**config.mk**
```make
export PLATFORM = sky130hd
export DESIGN_NAME = xext_bridge
export DESIGN_NICKNAME = d
export VERILOG_FILES = /design/src/rtl/xext_bridge_pkg.sv /design/src/rtl/xtimeout_cnt.sv /design/src/rtl/xext_bridge.sv
export SDC_FILE = /design/constraint.sdc
export NUM_CORES = 1
export LEC_CHECK = 0
export ABC_CLOCK_PERIOD_IN_PS = 6050
export CORE_ASPECT_RATIO = 1.4
export CORE_MARGIN = 1
export CORE_UTILIZATION = 45
export DETAILED_ROUTE_END_ITERATION = 6
export GPL_TIMING_DRIVEN = 1
export PLACE_DENSITY = 0.85
export SYNTH_ARGS = -nofsm -noshare
export SYNTH_HDL_FRONTEND = slang
export SYNTH_SLANG_ARGS = --single-unit
```
**constraint.sdc**
```tcl
create_clock -name clk -period 6.05 [get_ports clk]
set_input_delay 1.21 -clock clk [delete_from_list [all_inputs] [get_ports clk]]
set_output_delay 1.21 -clock clk [all_outputs]
set_load 0.05 [all_outputs]
```
**src/rtl/xext_bridge_pkg.sv**
```systemverilog
// Shared constants and state encoding for the external peripheral bus bridges.
package xext_bridge_pkg;

    localparam int unsigned EXT_ADDR_W  = 16;
    localparam int unsigned EXT_TIMEOUT = 255;
    localparam int unsigned CNT_W       = 8;

    typedef enum logic [1:0] {
        EXT_IDLE = 2'd0,
        EXT_REQ  = 2'd1,
        EXT_DONE = 2'd2
    } ext_state_t;

endpackage

```
**src/rtl/xtimeout_cnt.sv**
```systemverilog
// 8-bit clearable up-counter with a registered terminal-count flag at TIMEOUT-1.
module xtimeout_cnt
    import xext_bridge_pkg::*;
#(
    parameter int unsigned TIMEOUT = EXT_TIMEOUT
) (
    input  logic clk,
    input  logic rst_n,
    input  logic clr,
    input  logic en,
    output logic tc
);

    localparam logic [CNT_W-1:0] TC_VAL = CNT_W'(TIMEOUT - 1);

    logic [CNT_W-1:0] cnt_q;
    logic [CNT_W-1:0] cnt_d;

    // Next count: clear has priority over enable.
    always_comb begin
        cnt_d = cnt_q;
        if (clr) begin
            cnt_d = '0;
        end else if (en) begin
            cnt_d = cnt_q + CNT_W'(1);
        end
    end

    // Count register; tc is precomputed from the next count so it tracks cnt_q exactly.
    always_ff @(posedge clk or negedge rst_n) begin
        if (!rst_n) begin
            cnt_q <= '0;
            tc    <= (TC_VAL == '0);
        end else begin
            cnt_q <= cnt_d;
            tc    <= (cnt_d == TC_VAL);
        end
    end

endmodule

```
**src/rtl/xext_bridge.sv**
```systemverilog
// Turns a held ext_sel access into a req/ack transaction on the external bus,
// with a timeout that completes hung accesses as a bus error.
module xext_bridge #(
    parameter int unsigned EXT_ADDR_W = xext_bridge_pkg::EXT_ADDR_W,
    parameter int unsigned DATA_W     = 32,
    parameter int unsigned TIMEOUT    = xext_bridge_pkg::EXT_TIMEOUT
) (
    input  logic                  clk,
    input  logic                  rst_n,
    input  logic                  ext_sel,
    input  logic [EXT_ADDR_W-1:0] addr,
    input  logic                  we,
    input  logic [DATA_W-1:0]     data_to_wr,
    output logic [DATA_W-1:0]     ext_data_to_rd,
    output logic                  ext_ready,
    output logic                  ext_err,
    output logic                  bus_req,
    output logic                  bus_we,
    output logic [EXT_ADDR_W-1:0] bus_addr,
    output logic [DATA_W-1:0]     bus_wdata,
    input  logic                  bus_ack,
    input  logic [DATA_W-1:0]     bus_rdata
);

    import xext_bridge_pkg::*;

    ext_state_t state_q;
    ext_state_t state_d;

    logic                  cnt_clr;
    logic                  cnt_en;
    logic                  tc;

    logic                  bus_req_d;
    logic                  bus_we_d;
    logic [EXT_ADDR_W-1:0] bus_addr_d;
    logic [DATA_W-1:0]     bus_wdata_d;
    logic [DATA_W-1:0]     rd_data_d;
    logic                  ext_ready_d;
    logic                  ext_err_d;

    xtimeout_cnt #(
        .TIMEOUT (TIMEOUT)
    ) u_timeout (
        .clk   (clk),
        .rst_n (rst_n),
        .clr   (cnt_clr),
        .en    (cnt_en),
        .tc    (tc)
    );

    // State register.
    always_ff @(posedge clk or negedge rst_n) begin
        if (!rst_n) begin
            state_q <= EXT_IDLE;
        end else begin
            state_q <= state_d;
        end
    end

    // Next state: an ack on the terminal-count cycle still completes normally.
    always_comb begin
        state_d = state_q;
        unique case (state_q)
            EXT_IDLE: if (ext_sel) state_d = EXT_REQ;
            EXT_REQ:  if (bus_ack || tc) state_d = EXT_DONE;
            EXT_DONE: state_d = EXT_IDLE;
            default:  state_d = EXT_IDLE;
        endcase
    end

    // Output and counter-control decode; every core-side output is registered below.
    always_comb begin
        bus_req_d   = (state_d == EXT_REQ);
        ext_ready_d = (state_d == EXT_DONE);
        ext_err_d   = 1'b0;
        bus_we_d    = bus_we;
        bus_addr_d  = bus_addr;
        bus_wdata_d = bus_wdata;
        rd_data_d   = ext_data_to_rd;
        cnt_clr     = 1'b0;
        cnt_en      = 1'b0;
        unique case (state_q)
            EXT_IDLE: begin
                if (ext_sel) begin
                    bus_we_d    = we;
                    bus_addr_d  = addr;
                    bus_wdata_d = data_to_wr;
                    cnt_clr     = 1'b1;
                end
            end
            EXT_REQ: begin
                if (bus_ack) begin
                    if (!bus_we) begin
                        rd_data_d = bus_rdata;
                    end
                end else if (tc) begin
                    ext_err_d = 1'b1;
                    rd_data_d = '0;
                end else begin
                    cnt_en = 1'b1;
                end
            end
            default: begin
            end
        endcase
    end

    // Output registers; reset drops bus_req asynchronously to abort an in-flight access.
    always_ff @(posedge clk or negedge rst_n) begin
        if (!rst_n) begin
            bus_req        <= 1'b0;
            bus_we         <= 1'b0;
            bus_addr       <= '0;
            bus_wdata      <= '0;
            ext_data_to_rd <= '0;
            ext_ready      <= 1'b0;
            ext_err        <= 1'b0;
        end else begin
            bus_req        <= bus_req_d;
            bus_we         <= bus_we_d;
            bus_addr       <= bus_addr_d;
            bus_wdata      <= bus_wdata_d;
            ext_data_to_rd <= rd_data_d;
            ext_ready      <= ext_ready_d;
            ext_err        <= ext_err_d;
        end
    end

endmodule

```
==> impl_metrics.yaml, run 1 <==
outcome:
  outcome: "finished, final reports clean"
floorplan:
  core-area_sq_um: 8150
  die_x_um: 79.5
  initial_core_util_pct: 46.5
  die-area_sq_um: 8790
  io_pins: 169
  fp.dieH_um: 111
  rows: 39
clocking:
  cts_max_path_buffers: 2
  cts_tree: "done"
  clkTransAtPathRegs_ns: 0.06
  cts.repair.resized: 0
  cts_root_buf: "clkbuf_16"
  clk_latency_ns: 0.33
  post_cts_buffers: 0
  htree_levels: 3
  cts_hold_buf: 0
  cts_made_buffers: 9
  cts.sinks: 95
global_routing:
  grt_max_degree: 65
  grt_pass1_wl_mm: 15.3
  grt_pass1_vias: 3352
  grt_usage_pct: 22.7
  grt_antenna_before_repair: 0
  grt.overflow.total: 0
timing:
  fin_setup_tns_ns: 0
  finalSetupViolations: 0
  relSlewSlack_pct: 26.3
  finalHoldViolations: 0
  rsz0062_at_grt: "no"
  clock.fmax_ghz: 0.314
  finalClockSkew_ns: 0.00762
  min_period_ns: 3.19
  fin_ws_ns: 2.86
  slew_viol_final: 0
  finalCritPeriodShare_pct: 52.6
  max_slew.worst_pin.slew_ns: 1.11
detailed_routing:
  drc: 0
  firstDrtPassIters: 4
  via_per_inst: 4.91
  first_iter_violations: 202
  vias: 3336
  ant_nets: 0
  drt-wirelength-per-cell_um: 13.9
  wl_mm: 9.45
logic_synthesis:
  synth_fa_ha_area_share_pct: 0.330
  yosys-top-cells-count: "nand2_1, dfrtp_1, o21ai_0, clkbuf_1, nor2_1"
  synth_compound_area_share_pct: 5.78
  yosysSeqAreaShare_pct: 62.8
  ys.flop_type: "dfrtp_1"
  synth_nets: 502
  yosysWarnings: 0
  synth_top_area_share_pct: 62.8
  ys_ff_latch: 95
  yosysMostFrequentCell: "nand2_1"
  synthTopCellsByArea: "dfrtp_1, nand2_1, o21ai_0"
  yosysTopAreaCell: "dfrtp_1"
  synthMuxAreaShare_pct: 0.793
  yosys.area_share.simple_pct: 26.9
  synth_top_family_by_area: "simple AND/OR/NAND/NOR gates"
  avgSynthCellArea_sq_um: 9.10
  synth_edf_count: 0
  synth-xor-area-share_pct: 0.463
  syn-cell-area_sq_um: 3790
  yosysUniqueCellTypes: 36
  synth-async-reset-ratio_pct: 100
  synthCells: 416
layout:
  design_area_sq_um: 5850
  diodes: 0
  final_nets: 661
  nFillCells: 593
  drive_gt1_share_pct: 4.50
  synthToLayoutAreaGrowth_pct: 54.4
critical_path:
  cp_data_arrival_time_ns: 3.43
  required_ns: 6.29
  cp_slowest_cell: "or4b_4"
  path_max_fanout: 37
  path_cells: "clkdlybuf4s50_1, buf_4, or4b_4, or4_4, a211oi_2, nor4b_2"
  crit_family: "simple AND/OR/NAND/NOR gates"
  end_kind: "flop"
  cpPeakStageDelay_ns: 0.61
  criticalPathCategory: "primary input to flop"
  cp-start-kind: "primary input"
  cp_num_buf_inv: 2
run:
  cap_violations: 0
pwr:
  power-per-cell-area_nw_per_um2: 575
  p_leak_uw: 0.00274
  vdd_drop_max_mv: 0.379
placement:
  place_hpwl_mm: 6.56
  routabilityCongestion: 0.787
  post-place-ws_ns: 2.51
  portBuffers: 168
  placedInstanceArea_sq_um: 5530
min_path:
  hold_path_class: "flop to flop"
[layer usage]
layer	wire, um	vias up	share of wire [%]	GRT usage [%]
li1	-	1629	-	-
met1	3750	1549	40	26.6
met4	237	0	2.5	10.5
met5	0	-	0	0
met2	4680	140	50	38.0
met3	780	18	8.3	5.95
[cells by family after synthesis]
logic type / after synthesis
xor+xnor: 2
buf+inv: 27
mux: 3
fa+ha+maj: 1
simple gates: 248
flops: 95
compound gates: 40
[sequential cells by signal, indices dropped and copies added, names as in the netlist]
register         flops
ext_data_to_rd      32
bus_addr            16
u_timeout.cnt_q      8
ext_err              1
u_timeout.tc         1
ext_ready            1
bus_req              1
state_q              2
bus_wdata           32
bus_we               1
[placed cells by master (no fill, tap or decap), types with 3 or more instances in the layout]
master,synthesis,routed
clkdlybuf4s50_1,0,167
nor3_1,3,3
buf_4,0,5
inv_1,3,3
nor2_1,5,5
mux2i_1,3,3
dfrtp_1,95,95
nand2_1,221,221
clkbuf_16,0,9
o21ai_0,33,33
[per-stage QoR]
step                      total power, uW  hold slack (ns)  std cells  util [%]
final                                3360            0.474        680      71.7
after global routing                 3530            0.503        680      71.7
after CTS                            3390            0.479        680      71.7
after detailed placement             2780            0.461        666      67.9
after global placement               2750            0.458        666      67.9
after floorplan                      2130            0.510        416         -
[area by class of cell]
cell class | count | area, sq um | share of cell area (%)
tap | 102 | 128 | 2.18
clock buffer | 11 | 243 | 4.15
sequential | 95 | 2380 | 40.7
inverter | 3 | 11.3 | 0.193
timing repair buffer | 172 | 1710 | 29.2
clock inverter | 3 | 68.8 | 1.18
multi-input combinational | 294 | 1310 | 22.4
[report_power, final]
group	internal [uW]	switching, uW	leakage [uW]
combinational	549	1190	0.00138
clock	369	220	0.000152
sequential	882	149	0.00121
[worst register-to-register path: cells and delay by family (launching register included)]
kind | cells | cell delay, ns
simple gates | 3 | 1.38
flops | 1 | 0.46
compound gates | 1 | 0.22
[path summary, 6_finish.rpt]
kind,start,to,slack [ns],cells after the start
max in group asynchronous,rst_n,bus_wdata[27],4.18,2
max reg2reg,state_q[1],u_timeout.tc,3.89,4
max,bus_ack,u_timeout.tc,2.86,6
min reg2reg,bus_wdata[15],bus_wdata[15],0.47,2
min,bus_wdata[15],bus_wdata[15],0.47,2
min in group asynchronous,rst_n,u_timeout.cnt_q[3],0.90,1
Note: power is estimated with default switching activity, not from simulation.
==> inputs of run 2 (changes only) <==
- ABC_CLOCK_PERIOD_IN_PS: 6050 -> 2800
- CORE_UTILIZATION: 45 -> 38
- PLACE_DENSITY: 0.85 -> 0.77
- clock period: 6.05 -> 2.8 ns (I/O delays scaled with it)
==> run 2 against run 1 <==
First-iteration DRC count shrank 25%; routed wire length shrank 3.3%; critical path depth shrank 1; core utilization shrank 9.5 points; total power grew 120%; combinational power grew 120%; clock-buffer cell count shrank 1; cell area grew 1.8%; via count shrank 1.2%; sequential power grew 110%; die area grew 18%; worst hold slack lost 0.28 ns; critical endpoint unchanged; highest routed layer unchanged.
==> impl_metrics.yaml, run 2 (synthesized netlist as in run 1, its figures left out) <==
layout:
  post-route-util_pct: 62.2
  drive_gt1_share_pct: 5.16
  final_common_cell: "nand2_1"
  synthToLayoutAreaGrowth_pct: 57.2
  design_area_sq_um: 5950
  top_regs: "bus_wdata: 32 flops, ext_data_to_rd: 32 flops, bus_addr: 16 flops"
  final_nets: 664
  fin_cells: 713
  diodes: 0
  final_cell_mix: "nand2_1, clkdlybuf4s50_1, dfrtp_1, o21ai_0, clkbuf_16"
timing:
  rsz0062_at_grt: "no"
  slew_viol_final: 0
  finalHoldViolations: 0
  finalSetupViolations: 0
  fin_setup_tns_ns: 0
  max_slew.worst_pin.slew_ns: 0.549
  finalClockSkew_ns: 0.00447
  finalCritPeriodShare_pct: 80.9
  relSlewSlack_pct: 63.4
  min_period_ns: 2.27
  clock.fmax_ghz: 0.441
critical_path:
  crit_family: "simple AND/OR/NAND/NOR gates"
  cp-start-kind: "primary input"
  path_cells: "clkdlybuf4s50_1, or4b_4, or4_4, a211oi_2, nor4b_2"
  cp_slowest_cell: "or4b_4"
  r2r_end: "u_timeout.tc"
  cp_num_buf_inv: 1
  cp_data_arrival_time_ns: 2.51
  worstReg2RegStart: "state_q[1]"
  cpPeakStageDelay_ns: 0.59
  path_max_fanout: 13
  required_ns: 3.04
  r2r_setup_slack_ns: 0.66
  reg2reg_depth: 4
  criticalPathCategory: "primary input to flop"
  end_kind: "flop"
floorplan:
  core-area_sq_um: 9560
  io_pins: 169
  die-area_sq_um: 10400
  die_x_um: 86.4
  fp.dieH_um: 120
  rows: 42
  initial_core_util_pct: 39.6
pwr:
  p_switching_uw: 3330
  vdd_drop_max_mv: 0.646
  pwr-share-clk_pct: 18.6
  power_frac_comb_pct: 51.3
  power-per-cell-area_nw_per_um2: 1230
  sw_frac_of_total_pct: 45.4
  seqPwrFrac_pct: 30.1
  internal_power_uw: 4000
  p_leak_uw: 0.00278
detailed_routing:
  firstDrtPassIters: 4
  drt-wirelength-per-cell_um: 12.8
  wl_mm: 9.14
  first_iter_violations: 151
  drc: 0
  vias: 3295
  via_per_inst: 4.62
  ant_nets: 0
global_routing:
  grt.overflow.total: 0
  grt_antenna_before_repair: 0
  grt_usage_pct: 18.6
  grt_max_degree: 59
  grt_pass1_wl_mm: 15.1
  grt_pass1_vias: 3324
clocking:
  cts_hold_buf: 0
  cts_tree: "done"
  cts_max_path_buffers: 2
  clk_latency_ns: 0.33
  cts.sinks: 95
  cts_made_buffers: 9
  cts.repair.resized: 0
  clkTransAtPathRegs_ns: 0.06
  htree_levels: 3
  post_cts_buffers: 0
  cts_root_buf: "clkbuf_16"
placement:
  portBuffers: 168
  dp.cells: 699
  routabilityCongestion: 0.783
  placedInstanceArea_sq_um: 5620
  place_hpwl_mm: 6.52
run:
  cap_violations: 0
outcome:
  outcome: "finished, final reports clean"
min_path:
  hold_path_class: "primary input to async pin"
-- run 2: worst max path at each step --
| stage | startpoint | endpoint | depth (start not counted) |
|---|---|---|---|
| after floorplan | bus_ack | u_timeout.tc | 5 |
| after global placement | bus_ack | u_timeout.tc | 5 |
| after detailed placement | bus_ack | u_timeout.tc | 5 |
| after CTS | bus_ack | u_timeout.tc | 5 |
| after global routing | bus_ack | u_timeout.tc | 5 |
| final | bus_ack | u_timeout.tc | 5 |
-- run 2: power groups by stage --
stage	sequential (uW)	combinational, uW	clock, uW
after floorplan	4040	573	0
after global placement	2210	3740	0
after detailed placement	2230	3790	0
after CTS	2210	3800	1410
after global routing	2270	3970	1450
final	2200	3760	1360
-- run 2: metal layers --
layer	routed length, um	track usage [%]	up-vias
li1	-	-	1629
met1	3680	21.1	1536
met2	4680	32.9	119
met3	649	5.02	11
met4	127	6.56	0
met5	0	0	-
-- run 2: layout make-up --
class                   instances  area [sq um]
flip-flops and latches         95          2380
repair buffers                175          1760
clock buffers                  10           239
well taps                     132           165
inverters                       3          11.3
fillers                       790          3610
multi-input cells             294          1310
clock inverters                 4          95.1
-- run 2: metrics by stage --
stage / total power [uW] / setup WS (ns) / hold slack [ns]
floorplan: 4610 / 0.667 / 0.264
global placement: 5950 / 0.205 / 0.458
detailed placement: 6020 / 0.205 / 0.461
CTS: 7420 / 0.531 / 0.229
global route: 7700 / 0.465 / 0.251
finish: 7330 / 0.534 / 0.198
==> inputs of run 3 (changes only) <==
- ABC_CLOCK_PERIOD_IN_PS: 2800 -> 2000
- clock period: 2.8 -> 2 ns (I/O delays scaled with it)
==> run 3 against run 2 <==
Global-route usage increased by 1.2 points; clock skew increased by 0.00089 ns; non-clock buffer count increased by 13; clock power increased by 12%; worst hold slack got worse by 0.18 ns.
==> impl_metrics.yaml, run 3 (synthesized netlist as in run 1, its figures left out) <==
global_routing:
  grt_max_degree: 55
  grt_pass1_wl_mm: 16.1
  grt_pass1_vias: 3525
  grt.overflow.total: 0
  grt_antenna_before_repair: 0
  grt_usage_pct: 19.7
critical_path:
  r2r_setup_slack_ns: 0.06
  end_kind: "flop"
  cp_data_arrival_time_ns: 2.18
  cp-start-kind: "flop"
  criticalPathCategory: "flop to flop"
  required_ns: 2.24
  path_max_fanout: 3
placement:
  place_hpwl_mm: 6.86
  routabilityCongestion: 0.784
  portBuffers: 168
  placedInstanceArea_sq_um: 5730
  dp.cells: 710
detailed_routing:
  drt-wirelength-per-cell_um: 13.1
  vias: 3385
  first_iter_violations: 178
  firstDrtPassIters: 4
  wl_mm: 9.50
  ant_nets: 0
  drc: 0
  via_per_inst: 4.66
timing:
  min_period_ns: 1.94
  slew_viol_final: 0
  relSlewSlack_pct: 64.1
  finalHoldViolations: 0
  finalSetupViolations: 0
  max_slew.worst_pin.slew_ns: 0.537
  finalClockSkew_ns: 0.00536
  rsz0062_at_grt: "no"
  clock.fmax_ghz: 0.515
  finalCritPeriodShare_pct: 97.1
floorplan:
  fp.dieH_um: 120
  die-area_sq_um: 10400
  rows: 42
  initial_core_util_pct: 39.6
  core-area_sq_um: 9560
  die_x_um: 86.4
  io_pins: 169
layout:
  final_common_cell: "nand2_1"
  top_regs: "bus_wdata: 32 flops, ext_data_to_rd: 32 flops, bus_addr: 16 flops"
  final_cell_mix: "nand2_1, clkdlybuf4s50_1, dfrtp_1, o21ai_0, buf_4"
  fin_cells: 727
  design_area_sq_um: 6010
  diodes: 0
  final_nets: 677
  drive_gt1_share_pct: 7.06
  synthToLayoutAreaGrowth_pct: 58.7
  nFillCells: 791
clocking:
  cts.sinks: 95
  cts_made_buffers: 9
  cts_root_buf: "clkbuf_16"
  htree_levels: 3
  cts_tree: "done"
  clk_latency_ns: 0.33
  cts_max_path_buffers: 2
  clkTransAtPathRegs_ns: 0.06
  cts_hold_buf: 0
pwr:
  vdd_drop_max_mv: 0.918
  p_leak_uw: 0.00281
  power-per-cell-area_nw_per_um2: 1660
run:
  cap_violations: 0
min_path:
  hold_path_class: "primary input to async pin"
outcome:
  outcome: "finished, final reports clean"
==> run 3: cell types whose count changed in the layout (fill, tap and decap cells not counted) <==
| cell | change |
|---|---|
| clkdlybuf4s50_1 | -1 |
| dlygate4sd2_1 | +1 |
| buf_4 | +11 |
| clkbuf_1 | +2 |
| bufinv_16 | -3 |
| clkinvlp_4 | +2 |
| buf_12 | +2 |
==> run 3: timing repair <==
action	CTS	global route
endpoints found under the setup margin	1	2
setup buffers	1	1
pin swaps	2	3
hold endpoints to repair	0	0
resized for setup	1	0
==> run 3: area by class of cell <==
class	count	area (sq um)	share of cell area, %
Clock buffer	12	246	4.10
Clock inverter	3	20.0	0.333
Multi-Input combinational cell	294	1310	21.8
Inverter	3	11.3	0.187
Tap cell	132	165	2.75
Timing Repair Buffer	188	1880	31.3
Sequential cell	95	2380	39.6
==> run 3: stage by stage <==
step	total power, uW	setup WS [ns]	utilization, %	TNS [ns]	hold WS, ns
final	10000	0.0584	62.8	0	0.0155
after global routing	10500	0.00586	62.8	0	0.0419
after detailed placement	8520	-0.377	59.9	-6.36	0.379
after global placement	8420	-0.354	59.9	-4.88	0.372
after CTS	10100	0.00613	62.7	0	0.0225
after floorplan	6450	0.0274	-	0	0.104
==> run 3: worst paths after layout <==
path / startpoint / end / cells after the start
worst max-delay path: state_q[1] / u_timeout.tc / 5
worst min-delay path: rst_n / ext_data_to_rd[19] / 1
worst max register to register: state_q[1] / u_timeout.tc / 5
worst min register to register: bus_wdata[23] / bus_wdata[23] / 2
max in group asynchronous: rst_n / bus_wdata[14] / 2
min in group clk: bus_wdata[23] / bus_wdata[23] / 2
==> run 3: power by group <==
group | switching, uW | leakage [uW] | total (uW) | internal [uW]
sequential | 411 | 0.00121 | 3080 | 2670
clock | 662 | 0.000125 | 1530 | 868
combinational | 3630 | 0.00148 | 5390 | 1760
total | 4700 | 0.00281 | 10000 | 5300
==> run 3: worst max-delay path, cell delays in order (launching register included) <==
cell     delay [ns]
dfrtp_1        0.39
or4b_4         0.54
buf_4          0.16
or3_1          0.34
a21o_1         0.18
nor4b_2        0.24
==> run 3: layer usage <==
metal / wire length (um) / global-route usage (%) / up-vias
met4: 219 / 8.75 / 0
li1: - / - / 1658
met3: 649 / 4.40 / 20
met1: 3950 / 23.5 / 1579
met2: 4680 / 33.7 / 128
met5: 0 / 0 / -
